===== src/rtl/plic_lite_if.sv =====
// D-bus responder interface for the PLIC window: request/response handshake signals.
interface plic_lite_if;
    logic        bus_req;
    logic        bus_we;
    logic [23:0] bus_addr;
    logic [31:0] bus_wdata;
    logic [31:0] bus_rdata;
    logic        bus_ack;

    modport master (
        output bus_req, bus_we, bus_addr, bus_wdata,
        input  bus_rdata, bus_ack
    );

    modport slave (
        input  bus_req, bus_we, bus_addr, bus_wdata,
        output bus_rdata, bus_ack
    );
endinterface


===== src/rtl/plic_lite.sv =====
// Single-context platform interrupt controller: gateways, priority arbiter, claim/complete.
// Optional macro PLIC_EDGE_TRIG_EN selects rising-edge gateways instead of level-triggered.
module plic_lite #(
    parameter int unsigned NUM_SRC = 8,
    parameter int unsigned PRIO_W  = 3
) (
    input  logic               clk,
    input  logic               rst,
    plic_lite_if.slave         bus,
    input  logic [NUM_SRC-1:0] irq_src,
    output logic               irq_ext
);
    localparam int unsigned ID_W = 5;
    localparam logic [23:0] A_PEND = 24'h001000;
    localparam logic [23:0] A_EN   = 24'h002000;
    localparam logic [23:0] A_THR  = 24'h200000;
    localparam logic [23:0] A_CLM  = 24'h200004;

    logic [PRIO_W-1:0]  r_prio [1:NUM_SRC];
    logic [NUM_SRC:1]   r_en;
    logic [NUM_SRC:1]   r_pend;
    logic [NUM_SRC:1]   r_infl;
    logic [PRIO_W-1:0]  r_thr;
    logic               r_ack;
    logic [31:0]        r_rdata;
    logic               r_irq;

    logic [NUM_SRC:1]   w_src;
    logic [NUM_SRC:1]   w_set;
    logic               w_accept;
    logic               w_prio_rgn;
    logic [9:0]         w_idx;
    logic [ID_W-1:0]    w_win_id;
    logic [PRIO_W-1:0]  w_win_prio;
    logic [31:0]        w_rdata;
    logic               w_claim;
    logic               w_complete;
    logic               w_unused;

    assign w_src      = irq_src;
    assign w_accept   = bus.bus_req && !r_ack;
    assign w_prio_rgn = (bus.bus_addr[23:12] == 12'h000);
    assign w_idx      = bus.bus_addr[11:2];
    assign w_claim    = w_accept && !bus.bus_we && (bus.bus_addr == A_CLM);
    assign w_complete = w_accept &&  bus.bus_we && (bus.bus_addr == A_CLM);
    assign w_unused   = ^{bus.bus_addr[1:0], bus.bus_wdata};

`ifdef PLIC_EDGE_TRIG_EN
    logic [NUM_SRC:1] r_prev;

    always_ff @(posedge clk or posedge rst) begin
        if (rst) r_prev <= '0;
        else     r_prev <= w_src;
    end

    assign w_set = w_src & ~r_prev;
`else
    assign w_set = w_src;
`endif

    // Strictly-greater scan in ascending ID order: ties keep the lowest ID, prio 0 never wins.
    always_comb begin
        w_win_id   = '0;
        w_win_prio = '0;
        for (int unsigned i = 1; i <= NUM_SRC; i++) begin
            if (r_pend[i] && r_en[i] && (r_prio[i] > w_win_prio)) begin
                w_win_id   = ID_W'(i);
                w_win_prio = r_prio[i];
            end
        end
    end

    always_comb begin
        w_rdata = '0;
        if (w_prio_rgn) begin
            for (int unsigned i = 1; i <= NUM_SRC; i++) begin
                if (w_idx == 10'(i)) w_rdata = 32'(r_prio[i]);
            end
        end else if (bus.bus_addr == A_PEND) begin
            w_rdata = 32'({r_pend, 1'b0});
        end else if (bus.bus_addr == A_EN) begin
            w_rdata = 32'({r_en, 1'b0});
        end else if (bus.bus_addr == A_THR) begin
            w_rdata = 32'(r_thr);
        end else if (bus.bus_addr == A_CLM) begin
            w_rdata = 32'(w_win_id);
        end
    end

    always_ff @(posedge clk or posedge rst) begin
        if (rst) begin
            for (int unsigned i = 1; i <= NUM_SRC; i++) r_prio[i] <= '0;
            r_en    <= '0;
            r_pend  <= '0;
            r_infl  <= '0;
            r_thr   <= '0;
            r_ack   <= 1'b0;
            r_rdata <= '0;
            r_irq   <= 1'b0;
        end else begin
            r_ack <= w_accept;
            if (w_accept) r_rdata <= w_rdata;
            r_irq <= (w_win_id != '0) && (w_win_prio > r_thr);

            if (w_accept && bus.bus_we) begin
                for (int unsigned i = 1; i <= NUM_SRC; i++) begin
                    if (w_prio_rgn && (w_idx == 10'(i))) r_prio[i] <= bus.bus_wdata[PRIO_W-1:0];
                end
                if (bus.bus_addr == A_EN)  r_en  <= bus.bus_wdata[NUM_SRC:1];
                if (bus.bus_addr == A_THR) r_thr <= bus.bus_wdata[PRIO_W-1:0];
            end

            // Gateways: IDLE (!pend,!infl) -> WAIT (pend) -> INFL (infl) -> IDLE.
            for (int unsigned i = 1; i <= NUM_SRC; i++) begin
                if (r_infl[i]) begin
                    if (w_complete && (bus.bus_wdata[ID_W-1:0] == ID_W'(i)) && r_en[i])
                        r_infl[i] <= 1'b0;
                end else if (r_pend[i]) begin
                    if (w_claim && (w_win_id == ID_W'(i))) begin
                        r_pend[i] <= 1'b0;
                        r_infl[i] <= 1'b1;
                    end
                end else if (w_set[i]) begin
                    r_pend[i] <= 1'b1;
                end
            end
        end
    end

    assign bus.bus_ack   = r_ack;
    assign bus.bus_rdata = r_rdata;
    assign irq_ext       = r_irq;
endmodule


===== src/flat_wrapper.sv =====
// flat-port wrapper written by rule: the top's interface ports become plain ports
module plic_lite_flat 
#(
    parameter int unsigned NUM_SRC = 8,
    parameter int unsigned PRIO_W  = 3
)
  (clk, rst, irq_src, irq_ext, bus_bus_req, bus_bus_we, bus_bus_addr, bus_bus_wdata, bus_bus_rdata, bus_bus_ack);
  plic_lite_if bus_i ();
  input  logic clk;
  input  logic rst;
  input  logic [NUM_SRC-1:0] irq_src;
  output logic irq_ext;
  input wire logic [$bits(bus_i.bus_req)-1:0] bus_bus_req;
  input wire logic [$bits(bus_i.bus_we)-1:0] bus_bus_we;
  input wire logic [$bits(bus_i.bus_addr)-1:0] bus_bus_addr;
  input wire logic [$bits(bus_i.bus_wdata)-1:0] bus_bus_wdata;
  output wire logic [$bits(bus_i.bus_rdata)-1:0] bus_bus_rdata;
  output wire logic [$bits(bus_i.bus_ack)-1:0] bus_bus_ack;
  assign bus_i.bus_req = bus_bus_req;
  assign bus_i.bus_we = bus_bus_we;
  assign bus_i.bus_addr = bus_bus_addr;
  assign bus_i.bus_wdata = bus_bus_wdata;
  assign bus_bus_rdata = bus_i.bus_rdata;
  assign bus_bus_ack = bus_i.bus_ack;
  plic_lite #(.NUM_SRC(NUM_SRC), .PRIO_W(PRIO_W)) u_core (.clk(clk), .rst(rst), .bus(bus_i), .irq_src(irq_src), .irq_ext(irq_ext));
endmodule

===== config.mk =====
export PLATFORM = sky130hd
export DESIGN_NAME = plic_lite_flat
export DESIGN_NICKNAME = d
export VERILOG_FILES = /design/src/rtl/plic_lite_if.sv /design/src/rtl/plic_lite.sv /design/src/flat_wrapper.sv
export SDC_FILE = /design/constraint.sdc
export NUM_CORES = 1
export LEC_CHECK = 0
export ABC_AREA = 0
export CAP_MARGIN = 20
export CORE_AREA = 3 3 100 102
export CTS_CLUSTER_DIAMETER = 50
export DETAILED_ROUTE_END_ITERATION = 16
export DIE_AREA = 0 0 103 105
export GPL_ROUTABILITY_DRIVEN = 0
export PLACE_DENSITY = 0.77
export SYNTH_ARGS = -nofsm -noshare
export SYNTH_HDL_FRONTEND = slang
export SYNTH_SLANG_ARGS = --single-unit
export TNS_END_PERCENT = 30

===== constraint.sdc =====
create_clock -name clk -period 14.3 [get_ports clk]
set_input_delay 4.29 -clock clk [delete_from_list [all_inputs] [get_ports clk]]
set_output_delay 4.29 -clock clk [all_outputs]
set_load 0.1 [all_outputs]

# ---- Word level (Yosys, flattened, before mapping)
# Index checks and enable logic that the tools add are counted.
dict set report word_totals {
  regBits 85
  inputBits 68
  out_inout_bits 34
  elab_cells 212
}
dict set report classes {
  order_cmp 9
  n_eq_ne 28
  muxes 85
  n_reduce_logical 68
}
# operator count
set ops {}
lappend ops {{$mux W32} 4}
lappend ops {{$mux W3} 20}
lappend ops {{$mux W1} 57}
lappend ops {{$logic_and A1 B1 Y1} 54}
lappend ops {{$eq A24 B22 Y1 const B} 2}
lappend ops {{$eq A10 B3 Y1 const B} 4}
lappend ops {{$eq A24 B13 Y1 const B} 1}
lappend ops {{$eq A24 B14 Y1 const B} 1}
lappend ops {{$gt A3 B3 Y1} 8}
lappend ops {{$eq A10 B2 Y1 const B} 2}
lappend ops {{$eq A5 B3 Y1 const B} 4}
lappend ops {{$reduce_and A2 Y1} 10}
lappend ops {{$eq A4 B3 Y1 const B} 4}
lappend ops {{$logic_not A12 Y1} 1}
lappend ops {{$eq A10 B1 Y1 const B} 1}
lappend ops {{$eq A10 B4 Y1 const B} 1}
lappend ops {{$eq A5 B2 Y1 const B} 2}
lappend ops {{$eq A4 B2 Y1 const B} 2}
lappend ops {{$mux W4} 2}
lappend ops {{$eq A5 B1 Y1 const B} 1}
lappend ops {{$eq A5 B4 Y1 const B} 1}
lappend ops {{$reduce_bool A5 Y1} 1}
lappend ops {{$eq A4 B1 Y1 const B} 1}
lappend ops {{$eq A4 B4 Y1 const B} 1}
lappend ops {{3 further kinds} 5}

# ---- Depth between registers and ports, before layout
# Gate-level depths: netlist of the first run.
dict set report logic_depth {
  depth_word 29
  mapped_depth 56
  depth_no_buf 54
}

# ---- Least setup slack after synthesis of the first run
# No wires, ideal clock.
dict set report synth_path {
  kind {reg2reg}
  from {register u_core.r_pend[1] in the netlist's numbering}
  to {register u_core.r_irq (netlist: u_core.irq_ext)}
  setup_time_ns 0.125
  arrival_time_ns 10.099
  required_time_ns 14.175
  setup_slack_ns 4.076
  path_stages_with_launch 54
  n_path_buf 2
  period_less_slack_ns 10.224
  path_cell_list {dfrtp_1 > and3_1 > inv_1 > ha_1 > nor2b_4 > o311a_4 > nand2_1 > mux2_2 > ha_1 > and3b_1 > nor2_1 > nand4b_1 > o211ai_4 > and2_1 > buf_6 > nor2_1 > a21oi_1 > ha_1 > [18 not listed] > nor2b_1 > o21ai_0 > nand2b_1 > nand4_1 > o221a_2 > or2_1 > ha_1 > nor2b_1 > o21ai_0 > nand2b_1 > and4_1 > clkbuf_1 > o31ai_1 > ha_1 > nor2b_1 > o21a_1 > o21ai_0 > a21oi_1}
}
dict set report synth_between {
  elab_chain_cells 26
  word_cells_on_any_way 35
  classes_between {order compare (8); mux (16); reduce/logical (11)}
}
# item line
set synth_rtl {}
lappend synth_rtl {{start: declaration} plic_lite.sv:21} ;# logic [NUM_SRC:1] r_pend;
lappend synth_rtl {{start signal: assignment} plic_lite.sv:94} ;# r_pend <= '0;
lappend synth_rtl {{start signal: indexed assignment} plic_lite.sv:120} ;# r_pend[i] <= 1'b0;
lappend synth_rtl {{start signal: indexed assignment} plic_lite.sv:124} ;# r_pend[i] <= 1'b1;
lappend synth_rtl {{$logic_and A1 B1 Y1 (*) (2 in a row)} plic_lite.sv:66} ;# if (r_pend[i] && r_en[i] && (r_prio[i] > w_win_prio)) begin
lappend synth_rtl {{$mux W3} plic_lite.sv:66}
lappend synth_rtl {{$gt A3 B3 Y1} plic_lite.sv:66}
lappend synth_rtl {{$logic_and A1 B1 Y1} plic_lite.sv:66}
lappend synth_rtl {{$mux W3} plic_lite.sv:66}
lappend synth_rtl {{$gt A3 B3 Y1} plic_lite.sv:66}
lappend synth_rtl {{$logic_and A1 B1 Y1} plic_lite.sv:66}
lappend synth_rtl {{$mux W3} plic_lite.sv:66}
lappend synth_rtl {{[9 not listed]} --}
lappend synth_rtl {{$gt A3 B3 Y1} plic_lite.sv:66}
lappend synth_rtl {{$logic_and A1 B1 Y1} plic_lite.sv:66}
lappend synth_rtl {{$mux W3} plic_lite.sv:66}
lappend synth_rtl {{$gt A3 B3 Y1} plic_lite.sv:66}
lappend synth_rtl {{$logic_and A1 B1 Y1} plic_lite.sv:66}
lappend synth_rtl {{$mux W3 or $mux W4 (tied branches)} plic_lite.sv:66}
lappend synth_rtl {{$gt A3 B3 Y1 or $reduce_bool A5 Y1 (tied branches)} plic_lite.sv:103} ;# r_irq <= (w_win_id != '0) && (w_win_prio > r_thr);
lappend synth_rtl {{$logic_and A1 B1 Y1 (*)} plic_lite.sv:103}
lappend synth_rtl {{end signal: assignment} plic_lite.sv:103}
lappend synth_rtl {{end: declaration} plic_lite.sv:26} ;# logic r_irq;
# Mark *: on every way between the ends. The rest lies on a longest branch, timed or not.
# A chain may end at the register's enable or synchronous reset.

# ---- Final worst setup path of the first run
# Ends and elaborated chain as after synthesis.

==> impl_metrics.env, run 1 <==
export IMPL_grt_max_degree=63
export IMPL_root_buffer="clkbuf_8"
export IMPL_grt_total_usage_pct=23.9
export IMPL_r2r_cells=52
export IMPL_first_pass_iters=5
export IMPL_antenna_left=0
export IMPL_io_buffers=55
export IMPL_cts_tree="done"
export IMPL_synthesis_area_mm2=0.00452
export IMPL_grt_pass1_wl_mm=20.1
export IMPL_final_cells=666
export IMPL_synth_top_area_cell="dfrtp_1"
export IMPL_min_period_ns=12.00
export IMPL_clk_latency_ns=0.36
export IMPL_postSynthAreaPerCell_um2=9.10
export IMPL_grt_pass1_vias=3927
export IMPL_hp_start="u_core.r_infl[7]$_DFF_PP0_"
export IMPL_crit_path_start_kind="register"
export IMPL_totalNegativeSetupSlack_ns=0
export IMPL_drv_cap=0
export IMPL_start_util_pct=49.2
export IMPL_core_mm2=0.00920
export IMPL_setup_violations_final=0
export IMPL_antenna_found_initial=0
export IMPL_period_share_pct=83.9
export IMPL_post_cts_buffers=0
export IMPL_synth_cells=497
export IMPL_crit_top_cell="ha_1"
export IMPL_ys_ff_latch=62
export IMPL_worst_ep_arrival_time_ns=12.23
export IMPL_drt_iter0_drc=273
export IMPL_slowest_delay_ns=0.47
export IMPL_routedWlPerCell_um=18.7
export IMPL_crit_slowest_cell="dfrtp_1"
export IMPL_required_ns=14.53
export IMPL_die_h_um=105
export IMPL_dieArea_mm2=0.0108
export IMPL_clkTransAtPathRegs_ns=0.08
export IMPL_drc_errors=0
export IMPL_min_path_cells=1
export IMPL_worstMarginPinSlew_ns=0.985
export IMPL_maxSlewHeadroom_pct=34.1
export IMPL_power_uw=433
export IMPL_worstSetupPathType="register to register"
export IMPL_cts_buffers=9
export IMPL_cts_buffer_depth=2
export IMPL_hp_class="register to register"
export IMPL_holdBufCountCts=0
export IMPL_drive_above_1_share_pct=14.2
export IMPL_grt_overflow=0
export IMPL_vias=4106
export IMPL_n_fill_cell=767
export IMPL_yosysSeqAreaShare_pct=34.3
export IMPL_synth_top_flop_cell="dfrtp_1"
export IMPL_cts_resized=0
export IMPL_path_max_fanout=10
export IMPL_synth_edf_count=0
export IMPL_ir_drop_v=0.0000555
export IMPL_io_pins=102
export IMPL_yosysTopAreaCellShare_pct=34.3
export IMPL_placed_cells=650
export IMPL_status="completed"
export IMPL_rsz0062_at_grt="false"
export IMPL_holdPathEnd="u_core.r_pend[7]$_DFFE_PP0N_"
export IMPL_r2r_setup_slack_ns=2.30
export IMPL_slew_violations=0
export IMPL_hpwl_mm=9.51
export IMPL_routed_wl_mm=12.5
export IMPL_yosys_top_cells_area="dfrtp_1 (34%), mux2_2 (7.5%), ha_1 (4.7%)"
export IMPL_finalClockSkew_ns=0.00780
export IMPL_htreeDepth=3
export IMPL_hold_viol=0
export IMPL_n_antenna_cell=0
export IMPL_syn_to_final_growth_pct=17.4
export IMPL_r2r_start="u_core.r_pend[1]$_DFFE_PP0N_"
export IMPL_timing_fmax_mhz=83.4
export IMPL_r2r_end="u_core.irq_ext$_DFF_PP0_"
export IMPL_fin_util_pct=57.7
export IMPL_powerDensity_mw_per_mm2=81.6
export IMPL_ys_warn_count=0
export IMPL_cts_sinks=62
export IMPL_leakage_nw=2.22
export IMPL_synth_cell_type_count=86
export IMPL_viasPerCell=6.17
export IMPL_critPathCaptureType="register"
export IMPL_ys_async_sr_fraction_pct=100
export IMPL_num_nets_final=635
export IMPL_rows=35
export IMPL_die_w_um=103
==> critical path: cells and delay by family, from the launching register on <==
family | cells | cell delay [ns]
AOI/OAI and AO/OA | 18 | 4.33
adders and majority gates | 8 | 2.24
DFF | 1 | 0.47
muxes | 3 | 1.07
and+or+nand+nor | 21 | 3.54
buffers and inverters | 2 | 0.17
==> power breakdown <==
| group | internal (mW) | switching [mW] |
|---|---|---|
| sequential | 0.178 | 0.00244 |
| clock | 0.104 | 0.0784 |
| combinational | 0.0175 | 0.0531 |
| total | 0.299 | 0.134 |
==> sequential cells by signal, summed over array words and instances (netlist names) <==
register	flops
u_core.bus.bus_ack	1
u_core.irq_ext	1
u_core.r_en	8
u_core.r_infl	8
u_core.r_prio	24
u_core.r_thr	3
u_core.bus.bus_rdata	9
u_core.r_pend	8
==> Yosys cell counts (all sizes together), types with 5 or more instances <==
| library cell | instances |
|---|---|
| a211oi | 6 |
| a21o | 5 |
| a21oi | 20 |
| a221oi | 5 |
| and2 | 5 |
| and3 | 5 |
| buf | 26 |
| clkbuf | 11 |
| dfrtp | 62 |
| ha | 17 |
| inv | 26 |
| mux2 | 34 |
| nand2 | 55 |
| nand2b | 8 |
| nand3 | 20 |
| nand4 | 7 |
| nor2 | 35 |
| nor2b | 9 |
| nor3 | 12 |
| nor4 | 9 |
| o21ai | 37 |
| o31ai | 6 |
| or3 | 7 |
==> layout by cell type (no fill, tap or decap), types with 5 or more instances in the layout <==
| cell | synthesis | layout |
|---|---|---|
| ha_1 | 17 | 17 |
| nor4_1 | 9 | 9 |
| a21oi_1 | 19 | 19 |
| nand2_1 | 55 | 55 |
| nor3_1 | 11 | 11 |
| clkbuf_8 | 0 | 10 |
| mux2_2 | 30 | 30 |
| nor2b_1 | 8 | 8 |
| and2_1 | 5 | 5 |
| conb_1 | 1 | 23 |
| nand4_1 | 6 | 6 |
| nand3_1 | 20 | 20 |
| nor2_1 | 34 | 34 |
| a211oi_1 | 6 | 6 |
| nand2b_1 | 8 | 8 |
| or3_1 | 6 | 6 |
| dfrtp_1 | 62 | 62 |
| clkdlybuf4s50_1 | 0 | 55 |
| o21ai_0 | 34 | 34 |
| inv_1 | 25 | 24 |
==> cell families after synthesis <==
group	after synthesis	synth area share, %
DFF	62	34.3
xor gates and xnor gates	1	0.194
adders and majority gates	17	4.71
other	1	0.0830
muxes	40	10.7
AOI/OAI and AO/OA	118	20.0
buffers and inverters	64	7.42
and+or+nand+nor	194	22.6
==> how the worst max path moves through the flow <==
stage / to / from / depth (start not counted)
after detailed placement: u_core.irq_ext$_DFF_PP0_ / u_core.r_pend[1]$_DFFE_PP0N_ / 52
after global routing: u_core.irq_ext$_DFF_PP0_ / u_core.r_pend[1]$_DFFE_PP0N_ / 52
after floorplan: u_core.irq_ext$_DFF_PP0_ / u_core.r_pend[1]$_DFFE_PP0N_ / 53
after CTS: u_core.irq_ext$_DFF_PP0_ / u_core.r_pend[1]$_DFFE_PP0N_ / 52
after global placement: u_core.irq_ext$_DFF_PP0_ / u_core.r_pend[1]$_DFFE_PP0N_ / 52
final: u_core.irq_ext$_DFF_PP0_ / u_core.r_pend[1]$_DFFE_PP0N_ / 52
==> layer usage <==
metal | global-route usage, % | up-vias | share of wire, %
li1 | - | 1891 | -
met1 | 31.7 | 1991 | 42
met2 | 37.9 | 196 | 47
met3 | 5.94 | 28 | 8.3
met4 | 7.77 | 0 | 2.7
met5 | 0 | - | 0
==> per-stage QoR <==
stage	cell area, um2	setup slack (ns)	hold WS, ns
2_1_floorplan	4600	4.08	0.444
3_3_place_gp	5070	2.79	0.464
3_5_place_dp	5070	2.51	0.472
4_1_cts	5310	2.41	0.484
5_1_grt	5310	1.46	0.512
6_report	5310	2.30	0.485
==> final cells by class <==
class / instances / area [um2] / share of cell area (%)
Multi-Input combinational cell: 393 / 2720 / 51.2
Sequential cell: 62 / 1550 / 29.2
Timing Repair Buffer: 57 / 566 / 10.7
Tap cell: 111 / 139 / 2.62
Clock buffer: 10 / 138 / 2.59
Inverter: 27 / 101 / 1.91
Clock inverter: 6 / 93.8 / 1.77
No activity file was read; power rests on OpenSTA's default activity.
==> run 2, diff against run 1 <==
==> constraint.sdc (replaced) <==
create_clock -name clk -period 11.06 [get_ports clk]
set_input_delay 3.318 -clock clk [delete_from_list [all_inputs] [get_ports clk]]
set_output_delay 3.318 -clock clk [all_outputs]
set_load 0.1 [all_outputs]
==> impl_metrics.env, run 2 (synthesis gave the netlist of run 1 again) <==
export IMPL_grt_overflow=0
export IMPL_path_max_fanout=6
export IMPL_drc_errors=0
export IMPL_io_pins=102
export IMPL_final_cells=687
export IMPL_pre_cts_ws_ns=0.192
export IMPL_htreeDepth=3
export IMPL_critPathCaptureType="register"
export IMPL_slew_violations=0
export IMPL_final_cell_mix="dfrtp_1 (62), clkdlybuf4s50_1 (55), nand2_1 (53)"
export IMPL_drv_cap=0
export IMPL_cts_buffer_depth=2
export IMPL_cts_buffers=9
export IMPL_fin_util_pct=60.3
export IMPL_first_pass_iters=5
export IMPL_required_ns=11.29
export IMPL_leakage_nw=2.35
export IMPL_powerDensity_mw_per_mm2=101
export IMPL_die_h_um=105
export IMPL_io_buffers=55
export IMPL_timing_fmax_mhz=96.4
export IMPL_start_util_pct=49.2
export IMPL_totalNegativeSetupSlack_ns=0
export IMPL_antenna_found_initial=0
export IMPL_maxSlewHeadroom_pct=33.6
export IMPL_final_area_mm2=0.00555
export IMPL_rsz0062_at_grt="false"
export IMPL_setup_ws_ns=0.687
export IMPL_n_fill_cell=761
export IMPL_clk_latency_ns=0.35
export IMPL_vias=4157
export IMPL_final_common_cell="dfrtp_1"
export IMPL_finalClockSkew_ns=0.00996
export IMPL_hold_viol=0
export IMPL_min_period_ns=10.37
export IMPL_worstSetupPathType="register to register"
export IMPL_post_dp_cell_area_mm2=0.00522
export IMPL_cts_tree="done"
export IMPL_drive_above_1_share_pct=19.8
export IMPL_die_w_um=103
export IMPL_drt_iter0_drc=367
export IMPL_worstMarginPinSlew_ns=0.993
export IMPL_hpwl_mm=9.62
export IMPL_routedWlPerCell_um=18.0
export IMPL_period_share_pct=93.8
export IMPL_grt_total_usage_pct=23.9
export IMPL_rows=35
export IMPL_ir_drop_v=0.0000776
export IMPL_n_antenna_cell=0
export IMPL_grt_max_degree=63
export IMPL_root_buffer="clkbuf_8"
export IMPL_num_nets_final=656
export IMPL_antenna_left=0
export IMPL_cts_sinks=62
export IMPL_crit_slowest_cell="dfrtp_1"
export IMPL_viasPerCell=6.05
export IMPL_crit_top_cell="ha_1"
export IMPL_setup_violations_final=0
export IMPL_top_register="u_core.r_prio"
export IMPL_clkTransAtPathRegs_ns=0.08
export IMPL_largest_reg_flops=24
export IMPL_status="completed"
export IMPL_syn_to_final_growth_pct=22.7
export IMPL_placed_cells=669
export IMPL_hp_class="register to register"
export IMPL_dieArea_mm2=0.0108
export IMPL_routed_wl_mm=12.4
export IMPL_grt_pass1_wl_mm=20.2
export IMPL_holdBufCountCts=0
export IMPL_core_mm2=0.00920
export IMPL_worst_ep_arrival_time_ns=10.60
export IMPL_slowest_delay_ns=0.40
export IMPL_grt_pass1_vias=3978
export IMPL_crit_path_start_kind="register"
==> run 2: cell types whose count changed in the layout (fill, tap and decap cells not counted), moves of 2 or more <==
cell	before	now
buf_4	2	23
nand2_2	0	2
nor2_1	34	31
nor2_2	1	3
nand2_1	55	53
==> run 2: routing by layer <==
metal | wire [um] | track usage, %
met5 | 0 | 0
met4 | 381 | 8.97
met3 | 930 | 5.34
met2 | 5930 | 36.8
met1 | 5150 | 32.6
==> run 2: per-stage QoR <==
step	hold slack, ns	power, mW
floorplan	0.444	0.306
global placement	0.469	0.328
detailed placement	0.486	0.329
CTS	0.503	0.563
global route	0.523	0.578
finish	0.496	0.560
==> run 2: area by class of cell <==
type / count / area (um2) / area share, %
Clock buffer: 10 / 138 / 2.48
Clock inverter: 6 / 93.8 / 1.69
Tap cell: 111 / 139 / 2.50
Timing Repair Buffer: 78 / 723 / 13.0
Multi-Input combinational cell: 393 / 2800 / 50.5
Inverter: 27 / 101 / 1.83
Sequential cell: 62 / 1550 / 28.0
==> run 2: worst paths after layout <==
| check | startpoint | end | slack (ns) | cells after the start |
|---|---|---|---|---|
| max | u_core.r_prio[22]$_DFFE_PP0P_ | u_core.r_pend[6]$_DFFE_PP0N_ | 0.69 | 52 |
| min | u_core.bus.bus_rdata[7]$_DFFE_PP0P_ | u_core.bus.bus_rdata[7]$_DFFE_PP0P_ | 0.50 | 2 |
| max reg2reg | u_core.r_prio[22]$_DFFE_PP0P_ | u_core.r_pend[6]$_DFFE_PP0N_ | 0.69 | 52 |
| min reg2reg | u_core.bus.bus_rdata[7]$_DFFE_PP0P_ | u_core.bus.bus_rdata[7]$_DFFE_PP0P_ | 0.50 | 2 |
| max in group asynchronous | rst | u_core.r_prio[18]$_DFFE_PP0P_ | 6.99 | 3 |
| min in group asynchronous | rst | u_core.r_en[6]$_DFFE_PP0P_ | 3.49 | 3 |
==> run 2: worst max-delay path, delay by kind of cell, from the launching register on <==
kind / cells / cell delay (ns)
simple gates: 24 / 3.42
compound gates: 15 / 2.90
fa+ha+maj: 7 / 2.11
mux: 3 / 1.04
flops: 1 / 0.40
buf+inv: 3 / 0.40
==> run 2: where the power goes <==
| group | total (mW) | internal [mW] | leakage, nW | switching, mW |
|---|---|---|---|---|
| Clock | 0.235 | 0.135 | 0.113 | 0.101 |
| Combinational | 0.0923 | 0.0230 | 1.46 | 0.0693 |
| Sequential | 0.232 | 0.230 | 0.773 | 0.00253 |
==> run 2: what timing repair did <==
item,CTS,global route
buffers inserted,0,2
gates resized for setup,0,18
endpoints found under the hold margin,0,0
setup endpoints to repair,0,16
